File: config.mk
export PLATFORM = sky130hd
export DESIGN_NAME = cpu_loader_flat
export DESIGN_NICKNAME = d
export VERILOG_FILES = /design/src/rtl/cpu_loader_pkg.sv /design/src/rtl/cpu_loader_if.sv /design/src/rtl/loader_shift_reg.sv /design/src/rtl/cpu_loader.sv /design/src/flat_wrapper.sv
export SDC_FILE = /design/constraint.sdc
export NUM_CORES = 1
export LEC_CHECK = 0
export CORE_MARGIN = 10
export CORE_UTILIZATION = 30
export CTS_BUF_LIST = sky130_fd_sc_hd__clkbuf_16
export CTS_CLUSTER_SIZE = 10
export DETAILED_ROUTE_END_ITERATION = 10
export PLACE_DENSITY = 0.6
export SYNTH_ARGS = -nofsm -noshare
export SYNTH_HDL_FRONTEND = slang
export SYNTH_SLANG_ARGS = --single-unit
File: constraint.sdc
create_clock -name clk -period 10.1 [get_ports clk]
set_input_delay 2.02 -clock clk [delete_from_list [all_inputs] [get_ports clk]]
set_output_delay 2.02 -clock clk [all_outputs]
set_load 0.05 [all_outputs]
File: src/rtl/cpu_loader_pkg.sv
// Shared constants and types for the byte-stream program/data loader.
package cpu_loader_pkg;

   localparam logic [7:0] CmdLoadI  = 8'hA1;
   localparam logic [7:0] CmdLoadD  = 8'hA2;
   localparam logic [7:0] CmdRun    = 8'hA3;
   localparam logic [7:0] CmdHalt   = 8'hA4;
   localparam logic [7:0] CmdClrErr = 8'hA5;

   localparam int unsigned HdrLen = 4;

   typedef enum logic [1:0] {
      StIdle,
      StHdr,
      StData,
      StWrite
   } state_e;

endpackage

File: src/rtl/cpu_loader_if.sv
// Byte-stream input, imem/dmem write ports and status of the loader.
interface cpu_loader_if;

   logic [7:0]  rx_data;
   logic        rx_valid;
   logic        rx_ready;

   logic [63:0] addr_ext;
   logic        wen_ext;
   logic        ren_ext;
   logic [31:0] wdata_ext;

   logic [63:0] addr_ext_2;
   logic        wen_ext_2;
   logic        ren_ext_2;
   logic [63:0] wdata_ext_2;

   logic        cpu_enable;
   logic        busy;
   logic        err;

   modport master (
      input  rx_data, rx_valid,
      output rx_ready,
      output addr_ext, wen_ext, ren_ext, wdata_ext,
      output addr_ext_2, wen_ext_2, ren_ext_2, wdata_ext_2,
      output cpu_enable, busy, err
   );

   modport slave (
      output rx_data, rx_valid,
      input  rx_ready,
      input  addr_ext, wen_ext, ren_ext, wdata_ext,
      input  addr_ext_2, wen_ext_2, ren_ext_2, wdata_ext_2,
      input  cpu_enable, busy, err
   );

endinterface

File: src/rtl/loader_shift_reg.sv
// 64-bit little-endian byte assembler: bytes enter at the top and move down,
// so after 4 bytes a 32-bit word sits in [63:32] and after 8 the full word.
module loader_shift_reg (
   input  logic        clk,
   input  logic        arst,
   input  logic        clr_i,
   input  logic        load_i,
   input  logic        shift_i,
   input  logic [7:0]  byte_i,
   output logic [63:0] nxt_o
);

   logic [63:0] q_q, q_d;

   // load starts a fresh word so no byte of a previous word can leak in
   always_comb begin
      q_d = q_q;
      if (clr_i) begin
         q_d = '0;
      end else if (load_i) begin
         q_d = {byte_i, 56'b0};
      end else if (shift_i) begin
         q_d = {byte_i, q_q[63:8]};
      end
   end

   always_ff @(posedge clk or posedge arst) begin
      if (arst) begin
         q_q <= '0;
      end else begin
         q_q <= q_d;
      end
   end

   // next value lets the FSM capture a word on the edge its last byte arrives
   assign nxt_o = q_d;

endmodule

File: src/rtl/cpu_loader.sv
// Command-driven loader: streams words into instruction or data memory and
// controls the CPU enable.
module cpu_loader
   import cpu_loader_pkg::*;
#(
   parameter int unsigned IMEM_WORDS = 512,
   parameter int unsigned DMEM_WORDS = 1024
) (
   input logic        clk,
   input logic        arst,
   cpu_loader_if.master bus
);

   localparam logic [2:0] HdrLast = 3'(HdrLen - 1);

   state_e      state_q;
   logic [15:0] cnt_q;
   logic [2:0]  byte_cnt_q;
   logic [16:0] widx_q;
   logic        dmem_q;
   logic        cpu_en_q;
   logic        err_q;
   logic        rdy_q;
   logic        wen_q;
   logic        wen2_q;
   logic [63:0] addr_q;
   logic [31:0] wdata_q;
   logic [63:0] addr2_q;
   logic [63:0] wdata2_q;

   logic        accept;
   logic        in_stream;
   logic        sr_clr, sr_load, sr_shift;
   logic [63:0] sr_nxt;
   logic        word_last;
   logic        in_range;

   assign accept    = bus.rx_valid & rdy_q;
   assign in_stream = (state_q == StHdr) || (state_q == StData);
   assign sr_clr    = accept & (state_q == StIdle);
   assign sr_load   = accept & in_stream & (byte_cnt_q == 3'd0);
   assign sr_shift  = accept & in_stream & (byte_cnt_q != 3'd0);
   assign word_last = byte_cnt_q == (dmem_q ? 3'd7 : 3'd3);
   assign in_range  = dmem_q ? ({15'b0, widx_q} < DMEM_WORDS)
                             : ({15'b0, widx_q} < IMEM_WORDS);

   loader_shift_reg u_shift_reg (
      .clk     (clk),
      .arst    (arst),
      .clr_i   (sr_clr),
      .load_i  (sr_load),
      .shift_i (sr_shift),
      .byte_i  (bus.rx_data),
      .nxt_o   (sr_nxt)
   );

   always_ff @(posedge clk or posedge arst) begin
      if (arst) begin
         state_q    <= StIdle;
         cnt_q      <= '0;
         byte_cnt_q <= '0;
         widx_q     <= '0;
         dmem_q     <= 1'b0;
         cpu_en_q   <= 1'b0;
         err_q      <= 1'b0;
         rdy_q      <= 1'b0;
         wen_q      <= 1'b0;
         wen2_q     <= 1'b0;
         addr_q     <= '0;
         wdata_q    <= '0;
         addr2_q    <= '0;
         wdata2_q   <= '0;
      end else begin
         rdy_q  <= 1'b1;
         wen_q  <= 1'b0;
         wen2_q <= 1'b0;
         unique case (state_q)
            StIdle: begin
               if (accept) begin
                  byte_cnt_q <= '0;
                  case (bus.rx_data)
                     CmdLoadI: begin
                        state_q  <= StHdr;
                        dmem_q   <= 1'b0;
                        cpu_en_q <= 1'b0;
                     end
                     CmdLoadD: begin
                        state_q  <= StHdr;
                        dmem_q   <= 1'b1;
                        cpu_en_q <= 1'b0;
                     end
                     CmdRun:    cpu_en_q <= 1'b1;
                     CmdHalt:   cpu_en_q <= 1'b0;
                     CmdClrErr: err_q    <= 1'b0;
                     default:   err_q    <= 1'b1;
                  endcase
               end
            end
            StHdr: begin
               if (accept) begin
                  if (byte_cnt_q == HdrLast) begin
                     // header word is {S[15:0], N[15:0]} in sr_nxt[63:32]
                     byte_cnt_q <= '0;
                     cnt_q      <= sr_nxt[47:32];
                     widx_q     <= {1'b0, sr_nxt[63:48]};
                     state_q    <= (sr_nxt[47:32] == 16'd0) ? StIdle : StData;
                  end else begin
                     byte_cnt_q <= byte_cnt_q + 3'd1;
                  end
               end
            end
            StData: begin
               if (accept) begin
                  if (word_last) begin
                     byte_cnt_q <= '0;
                     state_q    <= StWrite;
                     rdy_q      <= 1'b0;
                     if (!in_range) begin
                        err_q <= 1'b1;
                     end else if (dmem_q) begin
                        wen2_q   <= 1'b1;
                        addr2_q  <= {44'b0, widx_q, 3'b0};
                        wdata2_q <= sr_nxt;
                     end else begin
                        wen_q   <= 1'b1;
                        addr_q  <= {45'b0, widx_q, 2'b0};
                        wdata_q <= sr_nxt[63:32];
                     end
                  end else begin
                     byte_cnt_q <= byte_cnt_q + 3'd1;
                  end
               end
            end
            StWrite: begin
               cnt_q   <= cnt_q - 16'd1;
               widx_q  <= widx_q + 17'd1;
               state_q <= (cnt_q == 16'd1) ? StIdle : StData;
            end
            default: state_q <= StIdle;
         endcase
      end
   end

   assign bus.rx_ready    = rdy_q;
   assign bus.addr_ext    = addr_q;
   assign bus.wen_ext     = wen_q;
   assign bus.ren_ext     = 1'b0;
   assign bus.wdata_ext   = wdata_q;
   assign bus.addr_ext_2  = addr2_q;
   assign bus.wen_ext_2   = wen2_q;
   assign bus.ren_ext_2   = 1'b0;
   assign bus.wdata_ext_2 = wdata2_q;
   assign bus.cpu_enable  = cpu_en_q;
   assign bus.busy        = state_q != StIdle;
   assign bus.err         = err_q;

endmodule

File: src/flat_wrapper.sv
// flat-port wrapper written by rule: the top's interface ports become plain ports
module cpu_loader_flat import cpu_loader_pkg::*;
#(
   parameter int unsigned IMEM_WORDS = 512,
   parameter int unsigned DMEM_WORDS = 1024
)
  (clk, arst, bus_rx_data, bus_rx_valid, bus_rx_ready, bus_addr_ext, bus_wen_ext, bus_ren_ext, bus_wdata_ext, bus_addr_ext_2, bus_wen_ext_2, bus_ren_ext_2, bus_wdata_ext_2, bus_cpu_enable, bus_busy, bus_err);
  cpu_loader_if bus_i ();
  input logic clk;
  input logic arst;
  input wire logic [$bits(bus_i.rx_data)-1:0] bus_rx_data;
  input wire logic [$bits(bus_i.rx_valid)-1:0] bus_rx_valid;
  output wire logic [$bits(bus_i.rx_ready)-1:0] bus_rx_ready;
  output wire logic [$bits(bus_i.addr_ext)-1:0] bus_addr_ext;
  output wire logic [$bits(bus_i.wen_ext)-1:0] bus_wen_ext;
  output wire logic [$bits(bus_i.ren_ext)-1:0] bus_ren_ext;
  output wire logic [$bits(bus_i.wdata_ext)-1:0] bus_wdata_ext;
  output wire logic [$bits(bus_i.addr_ext_2)-1:0] bus_addr_ext_2;
  output wire logic [$bits(bus_i.wen_ext_2)-1:0] bus_wen_ext_2;
  output wire logic [$bits(bus_i.ren_ext_2)-1:0] bus_ren_ext_2;
  output wire logic [$bits(bus_i.wdata_ext_2)-1:0] bus_wdata_ext_2;
  output wire logic [$bits(bus_i.cpu_enable)-1:0] bus_cpu_enable;
  output wire logic [$bits(bus_i.busy)-1:0] bus_busy;
  output wire logic [$bits(bus_i.err)-1:0] bus_err;
  assign bus_i.rx_data = bus_rx_data;
  assign bus_i.rx_valid = bus_rx_valid;
  assign bus_rx_ready = bus_i.rx_ready;
  assign bus_addr_ext = bus_i.addr_ext;
  assign bus_wen_ext = bus_i.wen_ext;
  assign bus_ren_ext = bus_i.ren_ext;
  assign bus_wdata_ext = bus_i.wdata_ext;
  assign bus_addr_ext_2 = bus_i.addr_ext_2;
  assign bus_wen_ext_2 = bus_i.wen_ext_2;
  assign bus_ren_ext_2 = bus_i.ren_ext_2;
  assign bus_wdata_ext_2 = bus_i.wdata_ext_2;
  assign bus_cpu_enable = bus_i.cpu_enable;
  assign bus_busy = bus_i.busy;
  assign bus_err = bus_i.err;
  cpu_loader #(.IMEM_WORDS(IMEM_WORDS), .DMEM_WORDS(DMEM_WORDS)) u_core (.clk(clk), .arst(arst), .bus(bus_i));
endmodule
---- After elaboration in Yosys (flattened, before gate mapping) ----
Cells that the tools add are included.
storage, ports and cells
  register bits after elaboration ......... 238
  word-level logic and storage cells ...... 114
cells by class
  $add $sub $neg .......................... 3
  magnitude comparators ................... 2
  eq/ne operators ......................... 19
  mux-type cells .......................... 47
  bitwise logic cells ..................... 6
  reductions and logical operators ........ 22
operators with widths
  operator                                                       number
  2-to-1 mux 64 bit                                              3
  == test 8 bit (second input constant)                          5
  2-to-1 mux 17 bit                                              2
  case mux 17 bit (2 select lines)                               1
  2-to-1 mux 16 bit                                              2
  case mux 16 bit (2 select lines)                               1
  2-to-1 mux 1 bit                                               18
  2-to-1 mux 3 bit                                               6
  adder 17 x 1 -> 17 bit (second input constant)                 1
  less-than comparator 17 x 10 -> 1 bit (second input constant)  1
  less-than comparator 17 x 11 -> 1 bit (second input constant)  1
  == test 16 x 1 -> 1 bit (second input constant)                1
  logical NOT 16 bit                                             1
  2-to-1 mux 2 bit                                               8
  subtractor 16 x 1 -> 16 bit (second input constant)            1
  AND reduction 6 bit                                            2
  AND reduction 5 bit                                            2
  nonzero test 2 bit                                             5
  case mux 3 bit (3 select lines)                                1
  AND reduction 3 bit                                            3
  inequality test 2 x 1 -> 1 bit (second input constant)         4
  inequality test 2 bit (second input constant)                  4
  case mux 1 bit (2 select lines)                                4
  case mux 2 bit (4 select lines)                                1
  15 further kinds                                               21

---- Longest topological paths before layout ----
Gate-level depths: netlist of run 1.
  depth after elaboration ................. 12
  mapped depth ............................ 9

---- Hierarchy ----
Synthesis of run 1 repeated with hierarchy kept, for this count alone.
second synthesis, totals
  cell total of the unflattened synthesis .. 940
  area, all modules ....................... 11064.4 sq um
by module, submodules not included
  module            instances  cells an instance  area each (sq um)  sequential area each (sq um)
  cpu_loader        1          722                8376.8             4354.2
  loader_shift_reg  1          218                2687.6             1601.5

---- Worst setup path after synthesis of run 1 ----
OpenSTA, ideal clock, no wires.
  path type ............................... in2reg
  start point ............................. input port bus_rx_valid
  end point ............................... register u_core.cnt_q[9]
  library setup time ...................... 0.127 ns
  arrival ................................. 3.235 ns
  data required time ...................... 9.973 ns
  path slack .............................. 6.738 ns
  cell stages on the path ................. 7
  buffers on the path ..................... 3
  cell sequence ........................... and2_1 > buf_2 > a31oi_1 > buf_2 > buf_2 > a21oi_1 > o2bb2a_1
between the ends
  longest elaborated chain between the ends .. 9
  elaborated cells on any way between the ends .. 13
  those cells by class .................... 1 x eq/ne; 6 x mux; 5 x bitwise; 1 x reduce/logical
RTL lines
  element                           line                                text
  start: declaration                flat_wrapper.sv:12                  input wire logic [$bits(bus_i.rx_valid)-1:0] bus_rx_valid;
  AND 1 bit *                       cpu_loader.sv:38                    assign accept = bus.rx_valid & rdy_q;
  AND 1 bit                         cpu_loader.sv:41, cpu_loader.sv:42
  AND 1 bit                         cpu_loader.sv:42                    assign sr_shift = accept & in_stream & (byte_cnt_q != 3'd0);
  2-to-1 mux 64 bit                 loader_shift_reg.sv:22              end else if (shift_i) begin
  2-to-1 mux 64 bit                 loader_shift_reg.sv:20              end else if (load_i) begin
  2-to-1 mux 64 bit                 loader_shift_reg.sv:18              if (clr_i) begin
  2-to-1 mux 16 bit                 cpu_loader.sv:101                   if (byte_cnt_q == HdrLast) begin
  2-to-1 mux 16 bit                 cpu_loader.sv:100                   if (accept) begin
  case mux 16 bit (2 select lines)  cpu_loader.sv:77                    unique case (state_q)
  end signal: assignment            cpu_loader.sv:104                   cnt_q <= sr_nxt[47:32];
  end signal: assignment            cpu_loader.sv:135                   cnt_q <= cnt_q - 16'd1;
  end: declaration                  cpu_loader.sv:17                    logic [15:0] cnt_q;
Every way passes the cells marked *; elsewhere a longest branch is shown, timed or not. The select of a mux whose other input is x is not followed.
A chain may end at the register's enable or synchronous reset.

---- Worst setup path in the final report of run 1 ----
  start point ............................. register u_core.state_q[0]
  end point ............................... output port bus_busy
between the ends
  longest elaborated chain between the ends .. 1
RTL lines
  element                   line                text
  start: declaration        cpu_loader.sv:16    state_e state_q;
  start signal: assignment  cpu_loader.sv:59    state_q <= StIdle;
  start signal: assignment  cpu_loader.sv:83    state_q <= StHdr;
  start signal: assignment  cpu_loader.sv:88    state_q <= StHdr;
  nonzero test 2 bit        cpu_loader.sv:154   assign bus.busy = state_q != StIdle;
  end: declaration          flat_wrapper.sv:23  output wire logic [$bits(bus_i.busy)-1:0] bus_busy;
No other way between the ends.

==> results of run 1 <==
-- final cells by class --
cell class,count,area (um2),share of cell area [%]
multi-input cells,671,4290,32.4
flip-flops and latches,238,5960,45.1
repair buffers,158,1550,11.7
inverters,16,67.6,0.511
well taps,461,577,4.37
clock inverters,6,48.8,0.369
clock buffers,29,726,5.49
-- state kept, by name (all words and copies together), names as in the netlist, 3 cells and up --
register	cells
u_core.bus.wdata_ext	32
u_core.bus.addr_ext_2	17
u_core.byte_cnt_q	3
u_core.bus.addr_ext	17
u_core.bus.wdata_ext_2	64
u_core.widx_q	17
u_core.cnt_q	16
u_core.u_shift_reg.q_q	64
-- layout by cell type, fill, tap and decap left out, types with 17 or more instances in the layout --
cell | netlist | final
nand2_1 | 44 | 44
dfrtp_1 | 238 | 238
nor2_1 | 75 | 75
a21oi_1 | 34 | 34
o21ai_0 | 26 | 26
clkbuf_16 | 0 | 29
nor3_1 | 129 | 129
conb_1 | 1 | 96
inv_1 | 16 | 17
clkdlybuf4s50_1 | 0 | 146
mux2_2 | 109 | 109
-- critical path: cells and delay by family, from the launching register on --
kind / cells / cell delay [ns]
buffers and inverters: 3 / 1.13
flip-flops: 1 / 0.39
adder cells (fa/ha/maj): 1 / 0.29
-- power by group through the flow --
stage               Clock, uW  Sequential (uW)  Combinational [uW]
floorplan                   0             1310                 937
detailed placement          0             1370                1220
global placement            0             1360                1200
finish                    885             1360                1220
global route              949             1380                1350
CTS                       911             1360                1220
-- how the worst max path moves through the flow --
| stage | startpoint | to | cells after the start | slack, ns |
|---|---|---|---|---|
| floorplan | arst | u_core.bus.addr_ext[10]$_DFFE_PP0P_ | 1 | 1.55 |
| global placement | arst | u_core.bus.wdata_ext[21]$_DFFE_PP0P_ | 4 | 5.21 |
| detailed placement | arst | u_core.bus.addr_ext_2[6]$_DFFE_PP0P_ | 4 | 5.17 |
| CTS | u_core.state_q[0]$_DFFE_PP0P_ | bus_busy | 4 | 5.71 |
| global route | arst | u_core.bus.addr_ext_2[6]$_DFFE_PP0P_ | 4 | 5.45 |
| finish | u_core.state_q[0]$_DFFE_PP0P_ | bus_busy | 4 | 5.74 |
-- layer usage --
layer / wire length [um] / GRT usage (%) / vias to the layer above / part of all wire, %
met1: 12400 / 16.0 / 3758 / 42
li1: - / - / 3483 / -
met5: 0 / 0 / - / 0
met4: 481 / 2.80 / 0 / 1.6
met2: 14000 / 21.0 / 248 / 48
met3: 2340 / 3.62 / 44 / 8.0
-- metrics by stage --
stage	std cells	util (%)	power, uW
floorplan	1076	-	2250
global placement	1544	34.8	2560
detailed placement	1544	34.8	2590
CTS	1579	37.0	3490
global route	1579	37.0	3680
finish	1579	37.0	3460
-- kinds of logic (layout without fill, tap and decap cells) --
group / count (synthesis) / after routing / share of synthesized area [%]
DFF: 238 / 238 / 54.4
AOI/OAI and AO/OA: 102 / 102 / 5.86
buffers and inverters: 167 / 209 / 9.86
muxes: 118 / 118 / 12.3
and+or+nand+nor: 329 / 329 / 15.0
xor gates and xnor gates: 14 / 14 / 1.12
other: 1 / 96 / 0.0343
adders and majority gates: 12 / 12 / 1.37
==> flow_summary.toml, run 1 <==
[run_status]
outcome = "complete, no violations"

[logic_synthesis]
ys_warn_count = 0
ys.flop_type = "dfrtp_1"
ys_seq_area_share_pct = 54.4
synth_edf_count = 0
syn_avg_cell_area_um2 = 11.2
yosys-top-cells-count = "238 x dfrtp_1, 129 x nor3_1, 109 x mux2_2, 101 x buf_4, 75 x nor2_1"
synth_area_mm2 = 0.0109
synthArstFlopShare_pct = 100
ys_types = 61
synth_seq_cells = 238
synth_area_leaders = "dfrtp_1 54%, mux2_2 11%, buf_4 6.9%"
synth_top_area_share_pct = 54.4
syn_inst = 981
yosysMostFrequentCell = "dfrtp_1"
yosys.area.top_type = "dfrtp_1"

[placement]
gp_congestion = 0.856
place_area_mm2 = 0.0124
place_ws_ns = 5.17
hpwl_mm = 20.4
port_buffers = 146

[global_route]
grt_pass1_wl_mm = 45.6
overflow = 0
grt_usage_pct = 12.6
antenna_found_initial = 0
grt_pass1_vias = 7700
grt_start_max_net_pins = 114

[route]
drt_first_pass_iters = 5
wl_per_cell_um = 18.5
drt-total-wl_mm = 29.3
drc_errors = 0
drt_iter0_markers = 511
routed-via-count = 7533
antenna_left = 0
vias_per_cell = 4.77

[critical_path]
rr_worst_depth = 8
ff2ff_setup_slack_ns = 7.03
reg2reg_to = "u_core.bus.wdata_ext_2[32]$_DFFE_PP0P_"
critical_path_required_ns = 8.08
cpMostUsedCell = "inv_1"
timing.rr.start = "u_core.state_q[0]$_DFFE_PP0P_"
slowest_stage = "clkdlybuf4s50_1"
cp_slowest_stage_delay_ns = 0.85
arrival_ns = 2.34
cp_cell_sequence = "inv_1, ha_1, inv_1, clkdlybuf4s50_1"
path_class = "flip-flop to primary output"
cp-start-kind = "flip-flop"
crit_path_end_kind = "primary output"
path_max_fanout = 6

[clock_tree]
h-tree-depth = 1
hold_buffers = 0
tritoncts = "done"
root_buffer = "clkbuf_16"
cts_resized = 0
clkTransAtPathRegs_ns = 0.06
clk_path_buf_depth = 3
worstSkewPairLatency_ns = 0.53
clock_sinks = 238
cts_setup_buffers = 0
numCtsBuffers = 28

[die]
core_mm2 = 0.0357
initial_core_util_pct = 30.6
rows = 69
dieArea_mm2 = 0.0445
die_x_um = 211
die_y_um = 211
ios = 243

[timing]
slew_headroom_pct = 41.8
setup_violations = 0
fmax_ghz = 0.229
whs_ns = 0.483
slew_violations = 0
post-route-period-util_pct = 43.2
hold_viol = 0
setup_ws_ns = 5.74
period_minus_slack_ns = 4.36
worst_pin_slew_ns = 0.873
fin_setup_tns_ns = 0
rsz0062_at_grt = "no"
finalClockSkew_ns = 0.0155

[power]
p_int_uw = 2060
p_leak_uw = 0.00592
p_sw_share_pct = 40.6
switchingPower_uw = 1410
seqPwrFrac_pct = 39.3
ir_worst_vdd_v = 0.000139
combPwrFrac_pct = 35.1
powerDensity_mw_per_mm2 = 262
clkPwrFrac_pct = 25.6

[min_path]
hold_path_depth = 1
hold_class = "flip-flop to flip-flop"
min_from = "u_core.bus.addr_ext_2[14]$_DFFE_PP0P_"
hold_end = "u_core.bus.addr_ext_2[14]$_DFFE_PP0P_"

[final_layout]
fin_area_mm2 = 0.0132
antennaDiodeCount = 0
drive_above_1_share_pct = 15.7
fillers = 3564
syn2layout_area_growth_pct = 20.8
finalNetCount = 1136

[flow_run]
drv_cap = 0
Power figures use the tool's default switching activity.
==> inputs of run 2 (changes only) <==
Clock period 10.1 ns to 4.26 ns, I/O delays scaled along.
==> run 2 against run 1 <==
Clock-buffer cell count unchanged. Critical path type unchanged. Clock skew hardly changed. Utilization up 0.22 points. Non-clock buffer count increased by 5. Highest routed layer unchanged. Critical endpoint unchanged.
==> flow_summary.toml, run 2 (synthesized netlist as in run 1, its figures left out) <==
[run_status]
outcome = "complete, no violations"

[clock_tree]
clk_path_buf_depth = 3
cts_setup_buffers = 0
cts_resized = 0
root_buffer = "clkbuf_16"
h-tree-depth = 1
worstSkewPairLatency_ns = 0.55
tritoncts = "done"
clock_sinks = 238
hold_buffers = 0
clkTransAtPathRegs_ns = 0.05
numCtsBuffers = 29

[power]
ir_worst_vdd_v = 0.000396
powerDensity_mw_per_mm2 = 622
p_leak_uw = 0.00597

[critical_path]
crit_buf_inv = 3
ff2ff_setup_slack_ns = 1.20
reg2reg_to = "u_core.bus.wdata_ext_2[32]$_DFFE_PP0P_"
cp-startpoint = "u_core.state_q[0]$_DFFE_PP0P_"
timing.rr.start = "u_core.state_q[0]$_DFFE_PP0P_"
cpMostUsedCell = "inv_1"
cp.depth = 4
critical_path_required_ns = 3.41
slowest_stage = "clkdlybuf4s50_1"
cp-start-kind = "flip-flop"
cp-endpoint = "bus_busy"
crit_path_end_kind = "primary output"
rr_worst_depth = 8
path_class = "flip-flop to primary output"
critPathTopFamily = "buffers and inverters"
path_max_fanout = 6
arrival_ns = 2.31
cp_slowest_stage_delay_ns = 0.85
cp_cell_sequence = "inv_1, ha_1, inv_1, clkdlybuf4s50_1"

[global_route]
grt_usage_pct = 12.8
antenna_found_initial = 0
overflow = 0
grt_pass1_wl_mm = 46.1
grt_start_max_net_pins = 96
grt_pass1_vias = 7835

[placement]
hpwl_mm = 20.6
place_ws_ns = 0.859
gp_congestion = 0.852
port_buffers = 146
place_area_mm2 = 0.0125

[route]
routed-via-count = 7614
vias_per_cell = 4.79
drt_first_pass_iters = 5
antenna_left = 0
wl_per_cell_um = 18.5
drc_errors = 0
drt-total-wl_mm = 29.5
drt_iter0_markers = 550

[final_layout]
fillers = 3495
final_core_util_pct = 37.2
antennaDiodeCount = 0
syn2layout_area_growth_pct = 21.5
final_common_cell = "dfrtp_1"
fin_area_mm2 = 0.0133
finalNetCount = 1142
mostFrequentLayoutCells = "238 x dfrtp_1, 146 x clkdlybuf4s50_1, 129 x nor3_1"
drive_above_1_share_pct = 16.3

[timing]
worst_pin_slew_ns = 0.854
rsz0062_at_grt = "no"
hold_viol = 0
fin_setup_tns_ns = 0
post-route-period-util_pct = 74.3
period_minus_slack_ns = 3.16
slew_violations = 0
fmax_ghz = 0.316
setup_ws_ns = 1.10
slew_headroom_pct = 43.1
finalClockSkew_ns = 0.0157
setup_violations = 0

[min_path]
hold_class = "flip-flop to flip-flop"

[die]
die_y_um = 211
rows = 69
core_mm2 = 0.0357
die_x_um = 211
initial_core_util_pct = 30.6
ios = 243
dieArea_mm2 = 0.0445

[flow_run]
drv_cap = 0
==> run 2: power by group <==
part	total (uW)	internal (uW)	switching, uW
clock network	2110	1200	903
registers	3200	2770	428
logic	2970	891	2080
==> run 2: worst register-to-register path: stages, from the launching register on <==
cell     delay, ns
dfrtp_1       0.39
inv_1         0.13
ha_1          0.43
nor4b_2       0.27
nand3_1       0.23
nor3_2        0.31
nand2_4       0.46
buf_12        0.40
mux2_4        0.33
==> run 2: area by class of cell <==
type | count | area (um2) | share of cell area [%]
Sequential cell | 238 | 5960 | 44.8
Multi-Input combinational cell | 671 | 4290 | 32.3
Clock buffer | 29 | 726 | 5.46
Clock inverter | 13 | 57.6 | 0.433
Inverter | 16 | 63.8 | 0.480
Tap cell | 461 | 577 | 4.34
Timing Repair Buffer | 163 | 1630 | 12.2
==> run 2: layer usage <==
layer  share of wire, %  global-route usage (%)  vias to the layer above  routed length (um)
li1                   -                       -                     3493                   -
met1                 43                    16.3                     3806               12600
met2                 47                    21.3                      271               14000
met3                7.8                    3.55                       44                2290
met4                2.0                    2.77                        0                 578
met5                  0                       0                        -                   0
==> run 2: worst min-delay path by stage <==
stage | startpoint | end | slack, ns | cells after the start
floorplan | u_core.byte_cnt_q[1]$_DFFE_PP0P_ | u_core.byte_cnt_q[1]$_DFFE_PP0P_ | 0.48 | 2
global placement | u_core.bus.addr_ext_2[14]$_DFFE_PP0P_ | u_core.bus.addr_ext_2[14]$_DFFE_PP0P_ | 0.47 | 1
detailed placement | u_core.bus.addr_ext_2[18]$_DFFE_PP0P_ | u_core.bus.addr_ext_2[18]$_DFFE_PP0P_ | 0.47 | 1
CTS | u_core.bus.addr_ext_2[18]$_DFFE_PP0P_ | u_core.bus.addr_ext_2[18]$_DFFE_PP0P_ | 0.49 | 1
global route | u_core.bus.addr_ext_2[18]$_DFFE_PP0P_ | u_core.bus.addr_ext_2[18]$_DFFE_PP0P_ | 0.50 | 1
finish | u_core.bus.addr_ext_2[16]$_DFFE_PP0P_ | u_core.bus.addr_ext_2[16]$_DFFE_PP0P_ | 0.48 | 1
==> run 2: through the flow <==
step	hold slack, ns	total power (uW)	std cells
floorplan	0.475	5330	1076
finish	0.484	8270	1591
global route	0.504	8820	1591
global placement	0.470	6140	1549
CTS	0.489	8370	1591
detailed placement	0.475	6210	1549
